$ cat src/rtl/cdc_msg_arbiter_if.sv
// Requester-side and channel-side signals of the CDC message arbiter.
// The slave modport is the arbiter; the master modport is requesters plus the bus.
interface cdc_msg_arbiter_if #(
    parameter int unsigned N   = 4,
    parameter int unsigned DW  = 6,
    parameter int unsigned IDW = 2
);
    logic [N-1:0]      req_valid;
    logic [N*DW-1:0]   req_data;
    logic [N-1:0]      req_ready;
    logic [N-1:0]      done;
    logic              cdc_send;
    logic [IDW+DW-1:0] cdc_data;
    logic              cdc_busy;
    logic [IDW-1:0]    active_id;
    logic              err_timeout;
    logic              err_clr;
    logic [15:0]       msg_count;

    modport slave (
        input  req_valid, req_data, cdc_busy, err_clr,
        output req_ready, done, cdc_send, cdc_data, active_id, err_timeout, msg_count
    );

    modport master (
        output req_valid, req_data, cdc_busy, err_clr,
        input  req_ready, done, cdc_send, cdc_data, active_id, err_timeout, msg_count
    );
endinterface

$ cat src/rtl/cdc_msg_arbiter.sv
// Round-robin sharing of one req/ack CDC channel between N requesters with 1-deep slots.
// Tags each message with its requester ID and waits out the full busy round trip.
module cdc_msg_arbiter #(
    parameter int unsigned N       = 4,
    parameter int unsigned DW      = 6,
    parameter int unsigned IDW     = 2,
    parameter int unsigned TIMEOUT = 255
) (
    input  logic               src_clk,
    input  logic               src_rst,
    cdc_msg_arbiter_if.slave   bus
);
    localparam int unsigned W        = IDW + DW;
    localparam logic [15:0] TMO_LAST = 16'(TIMEOUT);
    localparam logic [15:0] TMO_SET  = 16'(TIMEOUT - 1);

    typedef enum logic [1:0] {
        IDLE,
        ARMED,
        BUSY
    } state_t;

    state_t          state;
    logic [N-1:0]    slot_full;
    logic [DW-1:0]   slot_data [N];
    logic [IDW-1:0]  rr;
    logic [IDW-1:0]  active_id_r;
    logic [N-1:0]    done_r;
    logic            send_r;
    logic [W-1:0]    data_r;
    logic            err_r;
    logic [15:0]     msg_count_r;
    logic [15:0]     tmo_cnt;

    logic [N-1:0]    accept;
    logic            grant_any;
    logic [IDW-1:0]  grant_id;
    logic [IDW-1:0]  cand;

    assign accept = bus.req_valid & ~slot_full;

    // First full slot after the last grant, wrapping modulo N
    always_comb begin
        grant_any = 1'b0;
        grant_id  = '0;
        cand      = '0;
        for (int unsigned k = 1; k <= N; k++) begin
            cand = IDW'((32'(rr) + k) % N);
            if (!grant_any && slot_full[cand]) begin
                grant_any = 1'b1;
                grant_id  = cand;
            end
        end
    end

    always_ff @(posedge src_clk) begin
        if (src_rst) begin
            state       <= IDLE;
            slot_full   <= '0;
            for (int i = 0; i < int'(N); i++) slot_data[i] <= '0;
            rr          <= IDW'(N - 1);
            active_id_r <= '0;
            done_r      <= '0;
            send_r      <= 1'b0;
            data_r      <= '0;
            err_r       <= 1'b0;
            msg_count_r <= '0;
            tmo_cnt     <= '0;
        end else begin
            done_r <= '0;
            send_r <= 1'b0;

            for (int i = 0; i < int'(N); i++) begin
                if (accept[i]) begin
                    slot_full[i] <= 1'b1;
                    slot_data[i] <= bus.req_data[i*DW +: DW];
                end
            end

            if (bus.err_clr) err_r <= 1'b0;

            // Round-trip watchdog; only flags, the transfer itself is never dropped
            if (state != IDLE) begin
                if (tmo_cnt != TMO_LAST) tmo_cnt <= tmo_cnt + 16'd1;
                if (tmo_cnt == TMO_SET) err_r <= 1'b1;
            end

            case (state)
                IDLE: begin
                    if (grant_any && !bus.cdc_busy) begin
                        send_r              <= 1'b1;
                        data_r              <= {grant_id, slot_data[grant_id]};
                        active_id_r         <= grant_id;
                        rr                  <= grant_id;
                        slot_full[grant_id] <= 1'b0;
                        tmo_cnt             <= '0;
                        state               <= ARMED;
                    end
                end
                ARMED: begin
                    if (bus.cdc_busy) state <= BUSY;
                end
                BUSY: begin
                    if (!bus.cdc_busy) begin
                        done_r[active_id_r] <= 1'b1;
                        msg_count_r         <= msg_count_r + 16'd1;
                        state               <= IDLE;
                    end
                end
                default: state <= IDLE;
            endcase
        end
    end

    assign bus.req_ready   = ~slot_full;
    assign bus.done        = done_r;
    assign bus.cdc_send    = send_r;
    assign bus.cdc_data    = data_r;
    assign bus.active_id   = active_id_r;
    assign bus.err_timeout = err_r;
    assign bus.msg_count   = msg_count_r;
endmodule

$ cat src/flat_wrapper.sv
// flat-port wrapper written by rule: the top's interface ports become plain ports
module cdc_msg_arbiter_flat 
#(
    parameter int unsigned N       = 4,
    parameter int unsigned DW      = 6,
    parameter int unsigned IDW     = 2,
    parameter int unsigned TIMEOUT = 255
)
  (src_clk, src_rst, bus_req_valid, bus_req_data, bus_cdc_busy, bus_err_clr, bus_req_ready, bus_done, bus_cdc_send, bus_cdc_data, bus_active_id, bus_err_timeout, bus_msg_count);
  cdc_msg_arbiter_if #(.N(N), .DW(DW), .IDW(IDW)) bus_i ();
  input  logic src_clk;
  input  logic src_rst;
  input wire logic [$bits(bus_i.req_valid)-1:0] bus_req_valid;
  input wire logic [$bits(bus_i.req_data)-1:0] bus_req_data;
  input wire logic [$bits(bus_i.cdc_busy)-1:0] bus_cdc_busy;
  input wire logic [$bits(bus_i.err_clr)-1:0] bus_err_clr;
  output wire logic [$bits(bus_i.req_ready)-1:0] bus_req_ready;
  output wire logic [$bits(bus_i.done)-1:0] bus_done;
  output wire logic [$bits(bus_i.cdc_send)-1:0] bus_cdc_send;
  output wire logic [$bits(bus_i.cdc_data)-1:0] bus_cdc_data;
  output wire logic [$bits(bus_i.active_id)-1:0] bus_active_id;
  output wire logic [$bits(bus_i.err_timeout)-1:0] bus_err_timeout;
  output wire logic [$bits(bus_i.msg_count)-1:0] bus_msg_count;
  assign bus_i.req_valid = bus_req_valid;
  assign bus_i.req_data = bus_req_data;
  assign bus_i.cdc_busy = bus_cdc_busy;
  assign bus_i.err_clr = bus_err_clr;
  assign bus_req_ready = bus_i.req_ready;
  assign bus_done = bus_i.done;
  assign bus_cdc_send = bus_i.cdc_send;
  assign bus_cdc_data = bus_i.cdc_data;
  assign bus_active_id = bus_i.active_id;
  assign bus_err_timeout = bus_i.err_timeout;
  assign bus_msg_count = bus_i.msg_count;
  cdc_msg_arbiter #(.N(N), .DW(DW), .IDW(IDW), .TIMEOUT(TIMEOUT)) u_core (.src_clk(src_clk), .src_rst(src_rst), .bus(bus_i));
endmodule
$ cat config.mk
export PLATFORM = sky130hd
export DESIGN_NAME = cdc_msg_arbiter_flat
export DESIGN_NICKNAME = d
export VERILOG_FILES = /design/src/rtl/cdc_msg_arbiter_if.sv /design/src/rtl/cdc_msg_arbiter.sv /design/src/flat_wrapper.sv
export SDC_FILE = /design/constraint.sdc
export NUM_CORES = 1
export LEC_CHECK = 0
export ABC_AREA = 1
export CAP_MARGIN = 20
export CORE_ASPECT_RATIO = 1.2
export CORE_MARGIN = 1.5
export CORE_UTILIZATION = 45
export DETAILED_ROUTE_END_ITERATION = 12
export GPL_TIMING_DRIVEN = 0
export PLACE_DENSITY = 0.7
export SYNTH_ARGS = -nofsm -noshare
export SYNTH_HDL_FRONTEND = slang
export SYNTH_SLANG_ARGS = --single-unit
export TNS_END_PERCENT = 10
$ cat constraint.sdc
create_clock -name src_clk -period 2.19 [get_ports src_clk]
set_input_delay 0.438 -clock src_clk [delete_from_list [all_inputs] [get_ports src_clk]]
set_output_delay 0.438 -clock src_clk [all_outputs]
set_load 0.1 [all_outputs]
# [Word-level counts from Yosys, hierarchy flattened]
# Memories as Yosys holds them, arrays and structs flattened. A register that Yosys moved wholly into a read port is not among the register bits.
# Cells that the tools add are included.
# Widths: inputs -> output; s select.
[word_totals] ff_bits=56 latch_bits=0 ramBits=24 romBits=0 inputBits=32 out_inout_bits=36 word_cells=120 n_memories=1
[op_classes] addsub=6 multipliers=0 n_div=0 magnitude_cmp=8 n_eq_ne=7 shifts=0 mux=60 bitwise=11 n_reduce_logical=17
[mem_list] memory="u_core.slot_data" words=4 word_bits=6 rd=1 rd_ports_with_merged_regs=1 wr=4 line="cdc_msg_arbiter.sv:25" text="logic [DW-1:0] slot_data [N];"
[op_table] cell="$mux 16" n=4
[op_table] cell="$mux 1" n=36
[op_table] cell="$add 16x1->16 const B" n=2
[op_table] cell="$mux 6" n=4
[op_table] cell="$lt 2x3->1 const B" n=6
[op_table] cell="$eq 16x8->1 const B" n=1
[op_table] cell="$ne 16x8->1 const B" n=1
[op_table] cell="$mux 2" n=7
[op_table] cell="$and 4x4->4" n=2
[op_table] cell="$bmux 1 s2" n=4
[op_table] cell="$mux 4" n=2
[op_table] cell="$not 4->4" n=2
[op_table] cell="$logic_and 1x1->1" n=6
[op_table] cell="$pmux 2 s3" n=1
[op_table] cell="$add 2x1->2 const B" n=2
[op_table] cell="$add 2x2->2 const B" n=2
[op_table] cell="$demux 1 s2" n=2
[op_table] cell="$ge 2x1->1 const B" n=2
[op_table] cell="$logic_not 1->1" n=4
[op_table] cell="$ne 2x2->1 const B" n=2
[op_table] cell="$or 1x1->1" n=4
[op_table] cell="$reduce_and 2->1" n=2
[op_table] cell="$not 1->1" n=3
[op_table] cell="$reduce_and 3->1" n=1
[op_table] cell="other kinds (7)" n=7

# [Logic depth before layout (Yosys ltp)]
# Gate-level depths: netlist (run 1).
[depth] ltp_word=21 ltp_mapped=17 ltp_nobuf=15

# [Least setup slack after synthesis (run 1)]
# OpenSTA, ideal clock, no wires.
[synth_timing] path_type="register -> register" start="register u_core.msg_count_r[0] (netlist: u_core.bus.msg_count[0])" end="register u_core.msg_count_r[10] (netlist: u_core.bus.msg_count[10])" setup_ns=0.119 t_arrival_ns=2.288 required_time_ns=2.071 path_slack_ns=-0.218 stages_incl_launch_ff=13 n_path_buf=0 period_less_slack_ns=2.408 path_cell_list="dfxtp_1 > ha_1 > inv_1 > nor2_1 > nand2_1 > nor2_1 > nand2_1 > inv_1 > nand4_1 > nor2_1 > nand3_1 > nand2_1 > nor2_1"
[synth_between] elab_chain_len=1
[synth_rtl] element="start: declaration" line="cdc_msg_arbiter.sv:32" text="logic [15:0] msg_count_r;"
[synth_rtl] element="start signal: assignment" line="cdc_msg_arbiter.sv:106" text="msg_count_r <= msg_count_r + 16'd1;"
[synth_rtl] element="$add 16x1->16" line="cdc_msg_arbiter.sv:106"
# Every way passes these cells.
# A chain may end at the register's enable or synchronous reset.

# [Worst setup path in the final report (run 1)]
[layout_timing] start="register u_core.slot_full[1]" end="output port bus_req_ready[1]"
[layout_between] elab_chain_len=1
[layout_rtl] element="start: declaration" line="cdc_msg_arbiter.sv:24" text="logic [N-1:0] slot_full;"
[layout_rtl] element="start signal: assignment" line="cdc_msg_arbiter.sv:59" text="slot_full <= '0;"
[layout_rtl] element="start signal: indexed assignment" line="cdc_msg_arbiter.sv:75" text="slot_full[i] <= 1'b1;"
[layout_rtl] element="start signal: indexed assignment" line="cdc_msg_arbiter.sv:95" text="slot_full[grant_id] <= 1'b0;"
[layout_rtl] element="$not 4->4" line="cdc_msg_arbiter.sv:115" text="assign bus.req_ready = ~slot_full;"
[layout_rtl] element="end: declaration" line="flat_wrapper.sv:17" text="output wire logic [$bits(bus_i.req_ready)-1:0] bus_req_ready;"
# Every way passes these cells.

==> results of run 1 <==
[sequential cells by signal, summed over array words and instances (netlist names), 2 cells and up]
register / count
u_core.bus.cdc_data: 8
u_core.bus.done: 4
u_core.bus.msg_count: 16
u_core.rr: 2
u_core.slot_data: 24
u_core.slot_full: 4
u_core.state: 2
u_core.tmo_cnt: 16
[cell type report]
class,instances,area share
Buffer,12,0.02155
Clock buffer,13,0.03784
Clock inverter,3,0.008410
Inverter,72,0.05756
Multi-Input combinational cell,323,0.3393
Sequential cell,78,0.3790
Tap cell,95,0.02497
Timing Repair Buffer,67,0.1314
[power by group]
group	total, mW	switching, mW	internal (mW)
clock	1.16	0.509	0.655
sequential	1.78	0.107	1.67
combinational	2.47	1.80	0.671
total	5.41	2.41	3.00
[cell usage in the layout, fill, tap and decap left out, types with 3 or more instances in the layout]
cell | synthesis | layout
xnor2_1 | 4 | 4
nor2_1 | 84 | 81
a21oi_1 | 17 | 17
dfxtp_1 | 54 | 52
clkbuf_8 | 0 | 11
nand3_1 | 45 | 44
nand2_2 | 10 | 12
nor3_1 | 13 | 12
o21ai_0 | 7 | 7
nor2_2 | 3 | 4
buf_6 | 6 | 6
inv_1 | 66 | 65
clkinv_2 | 0 | 3
buf_4 | 3 | 5
ha_1 | 3 | 3
o21ai_1 | 5 | 5
dlygate4sd2_1 | 0 | 32
nand2_1 | 86 | 84
nand4_1 | 13 | 13
edfxtp_1 | 24 | 24
xor2_1 | 9 | 9
nor4_1 | 3 | 3
clkdlybuf4s50_1 | 0 | 31
nor2_4 | 1 | 3
inv_2 | 4 | 5
[layer usage]
layer	share of wire	GRT usage	vias up
met1	0.44	0.2251	1482
met2	0.48	0.3365	83
met3	0.046	0.03923	20
li1	-	-	1718
met4	0.033	0.1005	0
met5	0	0	-
[through the flow]
| stage | hold WS (ps) | power [mW] | setup TNS (ps) | instance area (sq um) | instances |
|---|---|---|---|---|---|
| after CTS | 448.3 | 5.374 | 0 | 4721 | 663 |
| final | 443.8 | 5.411 | 0 | 4761 | 663 |
| after global placement | 435.5 | 4.235 | -11000 | 4544 | 647 |
| after detailed placement | 441.7 | 4.277 | -9590 | 4544 | 647 |
| after global routing | 477.4 | 5.722 | -208.2 | 4761 | 663 |
| after floorplan | 479.4 | 3.702 | -726.1 | 3755 | 485 |
[repair_timing]
item | 4_1_cts | 5_1_grt
gates resized for setup | 37 | 15
endpoints found under the hold margin | 0 | 0
endpoints found under the setup margin | 42 | 16
pin swaps | 0 | 2
[cells by family (layout without fill, tap and decap cells)]
| family | count (synthesis) | after routing | share of synthesized area |
|---|---|---|---|
| AO/OA/AOI/OAI | 43 | 43 | 0.06635 |
| adder cells (fa/ha/maj) | 3 | 3 | 0.01000 |
| buffers and inverters | 84 | 167 | 0.1000 |
| XOR/XNOR | 13 | 13 | 0.03034 |
| AND/OR/NAND/NOR | 264 | 264 | 0.3131 |
| flip-flops | 78 | 78 | 0.4802 |
[path summary, 6_finish.rpt]
kind                       startpoint                       end  slack (ps)  cells past startpoint
max               u_core.slot_full[1]          bus_req_ready[1]           5                      2
min          u_core.bus.msg_count[15]  u_core.bus.msg_count[15]         440                      1
max reg2reg              u_core.rr[0]    u_core.bus.cdc_data[3]          90                     14
min reg2reg  u_core.bus.msg_count[15]  u_core.bus.msg_count[15]         440                      1
==> impl_results.md, run 1 <==
- Top delay family on crit path: buffers and inverters
- Crit path arrival time: 1750 ps
- Clock root cell: clkbuf_8
- Mapped Nets: 520
- Largest net degree at the start of global routing: 14
- Cells after synthesis: 485
- Critical path, cell by cell: inv_1 -> dlygate4sd2_1
- Via Count: 3303
- Layout cells sized above 1: 0.1109
- Area growth syn-to-layout: 26.88%
- Initial antenna violation count: 0
- Wire per inst: 12.11 um
- Drc violations: 0
- Final worst slack: ~5 ps
- Worst Max-Slew Pin Slew: 965.7 ps
- Placer Congestion: around 0.89
- Post-synthesis sequential area ratio: 0.4802
- CP bufs+invs: 2
- Die width: 86.36 um
- CTS buffer count: 9
- Clock Skew: 9.688 ps
- Worst EP required: 1750 ps
- CTS tree: built
- Power per Cell Area: roughly 1100 nW/um^2
- Die height: between 100 and 150 um
- Fill cells: around 750
- Clock buffer depth: 2
- Dominant cells by area after synthesis: dfxtp_1, edfxtp_1, nand2_1
- CP Launch Type: flop
- GRT Overall Usage: 0.1933
- Hold/Removal Path Class: reg -> reg
- VDD IR max: 0.6711 mV
- CTS Hold Bufs: 0
- Period utilization: 0.9977
- CP max stage delay: 880 ps
- Ports: 68
- Synth top area share: 0.2881
- Ys async rst share: 0
- Initial Util: 0.4628
- Detail Route Antenna Nets: 0
- Worst Path Max Fanout: 4
- Num rows: 36
- FF/Latch Area: 1804 sq um
- CORE AREA: 8108 sq um
- Post-CTS Setup Inserts: 0
- Leak: 2.154 nW
- Pre-CTS setup slack: -418.1 ps
- Max Cap Viol: 0
- Later-pin clock latency in the skew report: 350 ps
- Max_slew headroom: 0.3588
- Syn_area_per_cell: 7.737 sq um
- Die Footprint: 8898 sq um
- Fin crit period: 2185 ps
- Seq cells post-synth: between 70 and 80
- Synth top cells by count: nand2_1, nor2_1, inv_1
- Critical Path Sink Type: primary output
- RSZ-0062 raised after global routing: true
- Library cell with the highest instance count after synthesis: nand2_1
- Diode count: 0
- Slowest-stage cell, CP: dlygate4sd2_1
- H-tree depth: 3
- Outcome: finished clean
- Biggest area consumer among synthesized cells: dfxtp_1
- Worst setup path class: reg -> out
- Main synth FF type: dfxtp_1
- Fin util: 0.5872
- DR vias/cell: 4.982
- Final count of negative-setup-slack endpoints: 0
- I/O Buffers: 67
- Initial DRC Count: 160
- Post-DP HPWL: between 5000 and 6000 um
- Final Hold Viols: 0
- Clock Pin Slew Worst Setup and Hold Paths: around 80 ps
- Number of synthesized flops with an enable pin: 24
- First-pass GRT wire length: 13440 um
- Drt pass-1 iters: 5
- Remaining Overflow, GRT: 0
- Vias in the first global route: 3114
- Area used by multi-input combinational logic: 1615 sq um
- Fmax: 0.4577 GHz
- Final #Nets: approximately 600
- Total Wirelength: roughly 8000 um
- Final Max Tran Viols: 0
- Mapped Area: ~3800 sq um
- Yosys Warn Count: 0
- Unique cell type count in the Yosys netlist: 40
- Clock Sink Count: 78
Power figures use the tool's default switching activity.
==> run 2, diff against run 1 <==
- SKIP_CTS_REPAIR_TIMING: not set -> 1
==> impl_results.md, run 2 (same netlist as run 1, synthesis figures left out) <==
- Drc violations: 0 (unchanged)
- Most common cell after layout, fill and taps aside: nand2_1
- Period utilization: 0.9515 (-0.04614)
- Later-pin clock latency in the skew report: 350 ps (about the same)
- Layout cells sized above 1: 0.1074 (-0.003521)
- Vias in the first global route: 3106 (-0.26%)
- Area growth syn-to-layout: 30.58%
- Setup crit start: u_core.slot_full[1]
- Num rows: 36 (unchanged)
- Ports: 68 (unchanged)
- Hold Path Origin: u_core.bus.msg_count[15]
- Most frequent cells in the layout: nand2_1, nor2_1, inv_1
- GRT Overall Usage: 0.1931 (about the same)
- Pwr Total: 5.466 mW (+1.0%)
- I/O Buffers: 67 (unchanged)
- Crit path arrival time: 1650 ps (-100 ps)
- H-tree depth: 3 (unchanged)
- CORE AREA: 8108 sq um (unchanged)
- Final Max Tran Viols: 0 (unchanged)
- Power per Cell Area: 1116 nW/um^2 (-1.9%)
- Largest net degree at the start of global routing: 14 (unchanged)
- CP Launch Type: flop
- Critical Path Sink Type: primary output
- Max_slew headroom: 0.3465 (-0.01228)
- Detail Route Antenna Nets: 0 (unchanged)
- Hold/Removal Path Class: reg -> reg
- Clock root cell: clkbuf_8
- Post-DP HPWL: 5924 um (unchanged)
- Final count of negative-setup-slack endpoints: 0 (unchanged)
- Worst setup path class: reg -> out
- RSZ-0062 raised after global routing: true
- Initial Util: 0.4628 (unchanged)
- Total Wirelength: 8156 um (+1.6%)
- Final #Nets: 598 (unchanged)
- Initial antenna violation count: 0 (unchanged)
- Max Cap Viol: 0 (unchanged)
- Remaining Overflow, GRT: 0 (unchanged)
- Outcome: finished clean
- Crit Reg-Reg Startpoint: u_core.rr[0]
- Top delay family on crit path: buffers and inverters
- CP max stage delay: 770 ps (-110 ps)
- CP bufs+invs: 2 (unchanged)
- VDD IR max: 0.6810 mV (+1.5%)
- Diode count: 0 (unchanged)
- Die width: 86.36 um (unchanged)
- Placer Congestion: 0.8887 (unchanged)
- Fin crit period: 2084 ps (-101.1 ps)
- Final worst slack: 106.1 ps (+101.1 ps)
- Fmax: 0.4799 GHz (+4.8%)
- Wire per inst: 12.30 um (+1.6%)
- Clock buffer depth: 2 (unchanged)
- Register bank with the most flops: u_core.slot_data
- Via Count: 3301 (-0.061%)
- Clock Pin Slew Worst Setup and Hold Paths: 80 ps (about the same)
- Final std cells w/o fill: 663 (unchanged)
- Number of cells after detailed placement: 647 (unchanged)
- CTS tree: built
- CTS buffer count: 9 (unchanged)
- Final Hold Viols: 0 (unchanged)
- Clock Sink Count: 78 (unchanged)
- Initial DRC Count: 166 (+3.8%)
- Die Footprint: 8898 sq um (unchanged)
- Pre-CTS setup slack: -418.1 ps (unchanged)
- First-pass GRT wire length: 13430 um (about the same)
- Slowest-stage cell, CP: dlymetal6s2s_1
- Worst Path Max Fanout: 4 (unchanged)
- Clock Skew: 9.820 ps (+0.1319 ps)
- Die height: 103.0 um (unchanged)
- Critical path, cell by cell: inv_1 -> dlymetal6s2s_1
- Drt pass-1 iters: 4 (-1)
- Largest register FFs: 24 (unchanged)
- Worst EP required: 1750 ps (about the same)
- Worst Max-Slew Pin Slew: 978.7 ps (+12.98 ps)
- Leak: 2.614 nW (+21%)
- DR vias/cell: 4.979 (about the same)
-- run 2: changes by cell type in the layout (fill, tap and decap cells not counted), moves of 2 or more --
cell / change
clkdlybuf4s15_1: -2
buf_4: -2
dlymetal6s2s_1: +36
dlygate4sd2_1: -32
-- run 2: final cells by class --
type / instances / area [sq um]
fill: 717 / 3208
sequential: 78 / 1804
multi-input combinational: 323 / 1617
timing repair buffer: 67 / 760.7
inverter: 72 / 276.5
clock buffer: 13 / 180.2
tap: 95 / 118.9
buffer: 12 / 102.6
clock inverter: 3 / 40.04
-- run 2: path summary, 6_finish.rpt --
path              depth (start not counted)                        to  slack (ps)
setup / recovery                          2          bus_req_ready[1]         110
hold / removal                            1  u_core.bus.msg_count[15]         450
setup reg to reg                         14    u_core.bus.cdc_data[3]         110
hold reg to reg                           1  u_core.bus.msg_count[15]         450
-- run 2: worst register-to-register path, cell delays in order (launching register included) --
cell	delay (ps)
dfxtp_1	310
buf_6	130
inv_4	50
buf_6	130
nand2_1	90
nand3_1	80
nand2_1	120
nor2_4	170
nand4_1	220
nand3_4	210
buf_6	150
nand3_1	80
nand3_1	140
nor2_1	60
nor2_1	80
-- run 2: where the power goes --
group          internal, mW  total, mW  switching [mW]  leakage (nW)
registers              1.67       1.78           0.110         0.699
clock network         0.655       1.16           0.508         0.115
logic                 0.722       2.52            1.80          1.80
total                  3.05       5.47            2.41          2.61
-- run 2: stage by stage --
stage          utilization  hold WS [ps]  setup TNS (ps)  instance area [sq um]
5_1_grt             0.6043         477.2          -214.8                   4900
3_5_place_dp        0.5605         441.7           -9590                   4544
6_report            0.6043         446.2               0                   4900
2_1_floorplan            -         479.4          -726.1                   3755
3_3_place_gp        0.5605         435.5          -11000                   4544
4_1_cts             0.5877         453.6           -5524                   4765
-- run 2: metal layers --
metal / part of all wire / track usage / routed length [um]
met3: 0.040 / 0.03923 / 327
met5: 0 / 0 / 0
met2: 0.48 / 0.3347 / 3905
met4: 0.033 / 0.1005 / 270
met1: 0.45 / 0.2261 / 3652
==> run 3, diff against run 2 <==
- CTS_CLUSTER_DIAMETER: not set -> 50
- CTS_CLUSTER_SIZE: not set -> 10
- RECOVER_POWER: not set -> 25
==> impl_results.md, run 3 (same netlist as run 1, synthesis figures left out) <==
- Outcome: finished clean
- Post-DP HPWL: 5924 um (unchanged)
- Diode count: 0 (unchanged)
- VDD IR max: 0.6787 mV (-0.34%)
- Power per Cell Area: 1115 nW/um^2 (about the same)
- DP Area: 4544 sq um (unchanged)
- Worst Hold Depth: 1 (unchanged)
- Die Footprint: 8898 sq um (unchanged)
- Max_slew headroom: 0.3465 (unchanged)
- CP Launch Type: input pin
- Fmax: 0.4741 GHz (-1.2%)
- Hold WS: 446.2 ps (+0.001000 ps)
- Worst Max-Slew Pin Slew: 978.7 ps (unchanged)
- Worst Path Max Fanout: 10 (+6)
- CORE AREA: 8108 sq um (unchanged)
- Clock Skew: 9.820 ps (+0.00003000 ps)
- H-tree depth: 3 (unchanged)
- Area growth syn-to-layout: 30.58% (unchanged)
- Vias in the first global route: 3106 (unchanged)
- Worst EP required: 2220 ps (+470 ps)
- Initial Util: 0.4628 (unchanged)
- Worst setup path class: in -> reg
- Ports: 68 (unchanged)
- Final Hold Viols: 0 (unchanged)
- CTS buffer count: 9 (unchanged)
- Layout cells sized above 1: 0.1074 (unchanged)
- Final worst slack: 80.93 ps (-25.18 ps)
- Finished Cell Area: 4900 sq um (unchanged)
- Clock Sink Count: 78 (unchanged)
- Total Wirelength: 8143 um (-0.16%)
- Final #Nets: 598 (unchanged)
- Largest net degree at the start of global routing: 14 (unchanged)
- Initial antenna violation count: 0 (unchanged)
- Pre-CTS setup slack: -418.1 ps (unchanged)
- Later-pin clock latency in the skew report: 350 ps (about the same)
- Period utilization: 0.9630 (+0.01150)
- Leak: 2.614 nW (about the same)
- Die width: 86.36 um (unchanged)
- Fin crit period: 2109 ps (+25.18 ps)
- Clock root cell: clkbuf_8
- Largest register FFs: 24 (unchanged)
- Hold/Removal Path Class: reg -> reg
- Die height: 103.0 um (unchanged)
- Remaining Overflow, GRT: 0 (unchanged)
- Most common cell after layout, fill and taps aside: nand2_1
- Worst Reg-to-Reg Cells: 14 (unchanged)
- Critical Path Sink Type: flop
- Wire per inst: 12.28 um (-0.16%)
- GRT Overall Usage: 0.1931 (unchanged)
- Initial DRC Count: 166 (unchanged)
- Final Max Tran Viols: 0 (unchanged)
- CTS tree: built
- DR vias/cell: 4.997 (+0.36%)
- I/O Buffers: 67 (unchanged)
- Via Count: 3313 (+0.36%)
- Drc violations: 0 (unchanged)
- Max Cap Viol: 0 (unchanged)
- First-pass GRT wire length: 13430 um (unchanged)
- Pwr Total: 5.463 mW (about the same)
- RSZ-0062 raised after global routing: true
- Final count of negative-setup-slack endpoints: 0 (unchanged)
- Clock Pin Slew Worst Setup and Hold Paths: 80 ps (about the same)
- Detail Route Antenna Nets: 0 (unchanged)
- Crit path arrival time: 2140 ps (+490 ps)
- Register bank with the most flops: u_core.slot_data
- Placer Congestion: 0.8887 (unchanged)
- Num rows: 36 (unchanged)
- Clock buffer depth: 2 (unchanged)
- Most frequent cells in the layout: nand2_1, nor2_1, inv_1
- Drt pass-1 iters: 4 (unchanged)
run 3: cell types whose count changed in the layout (fill, tap and decap cells not counted), sizes merged:
cell,delta
clkdlybuf4s50,-1
dlygate4sd3,+1
run 3: layout make-up:
cell class / instances / area, sq um
Clock buffer: 13 / 180.2
Buffer: 12 / 102.6
Clock inverter: 3 / 40.04
Fill cell: 717 / 3208
Inverter: 72 / 276.5
Timing Repair Buffer: 67 / 760.7
Sequential cell: 78 / 1804
Tap cell: 95 / 118.9
Multi-Input combinational cell: 323 / 1617
run 3: final timing paths:
check	startpoint	endpoint	slack, ps
setup / recovery	src_rst	u_core.slot_data[3][5]	80
hold / removal	u_core.bus.msg_count[15]	u_core.bus.msg_count[15]	450
setup reg to reg	u_core.rr[0]	u_core.bus.cdc_data[3]	110
hold reg to reg	u_core.bus.msg_count[15]	u_core.bus.msg_count[15]	450
run 3: where the power goes:
| part | switching [mW] | internal, mW | total, mW |
|---|---|---|---|
| Clock | 0.507 | 0.655 | 1.16 |
| Sequential | 0.110 | 1.67 | 1.78 |
| Combinational | 1.79 | 0.722 | 2.52 |
| Total | 2.41 | 3.05 | 5.46 |
run 3: layer usage:
layer / track usage / vias up / share of wire
met5: 0 / - / 0
met1: 0.2261 / 1484 / 0.45
met4: 0.1005 / 0 / 0.036
met3: 0.03923 / 22 / 0.042
li1: - / 1721 / -
met2: 0.3347 / 86 / 0.47
run 3: stage by stage:
step / util / TNS (ps) / instances
3_3_place_gp: 0.5605 / -11000 / 647
6_report: 0.6043 / 0 / 663
2_1_floorplan: - / -726.1 / 485
4_1_cts: 0.5877 / -5524 / 663
5_1_grt: 0.6043 / -214.8 / 663
3_5_place_dp: 0.5605 / -9590 / 647
run 3: worst max-delay path, stage by stage:
cell	delay, ps
dlygate4sd3_1	770
clkinvlp_4	370
buf_2	310
nand2_1	250
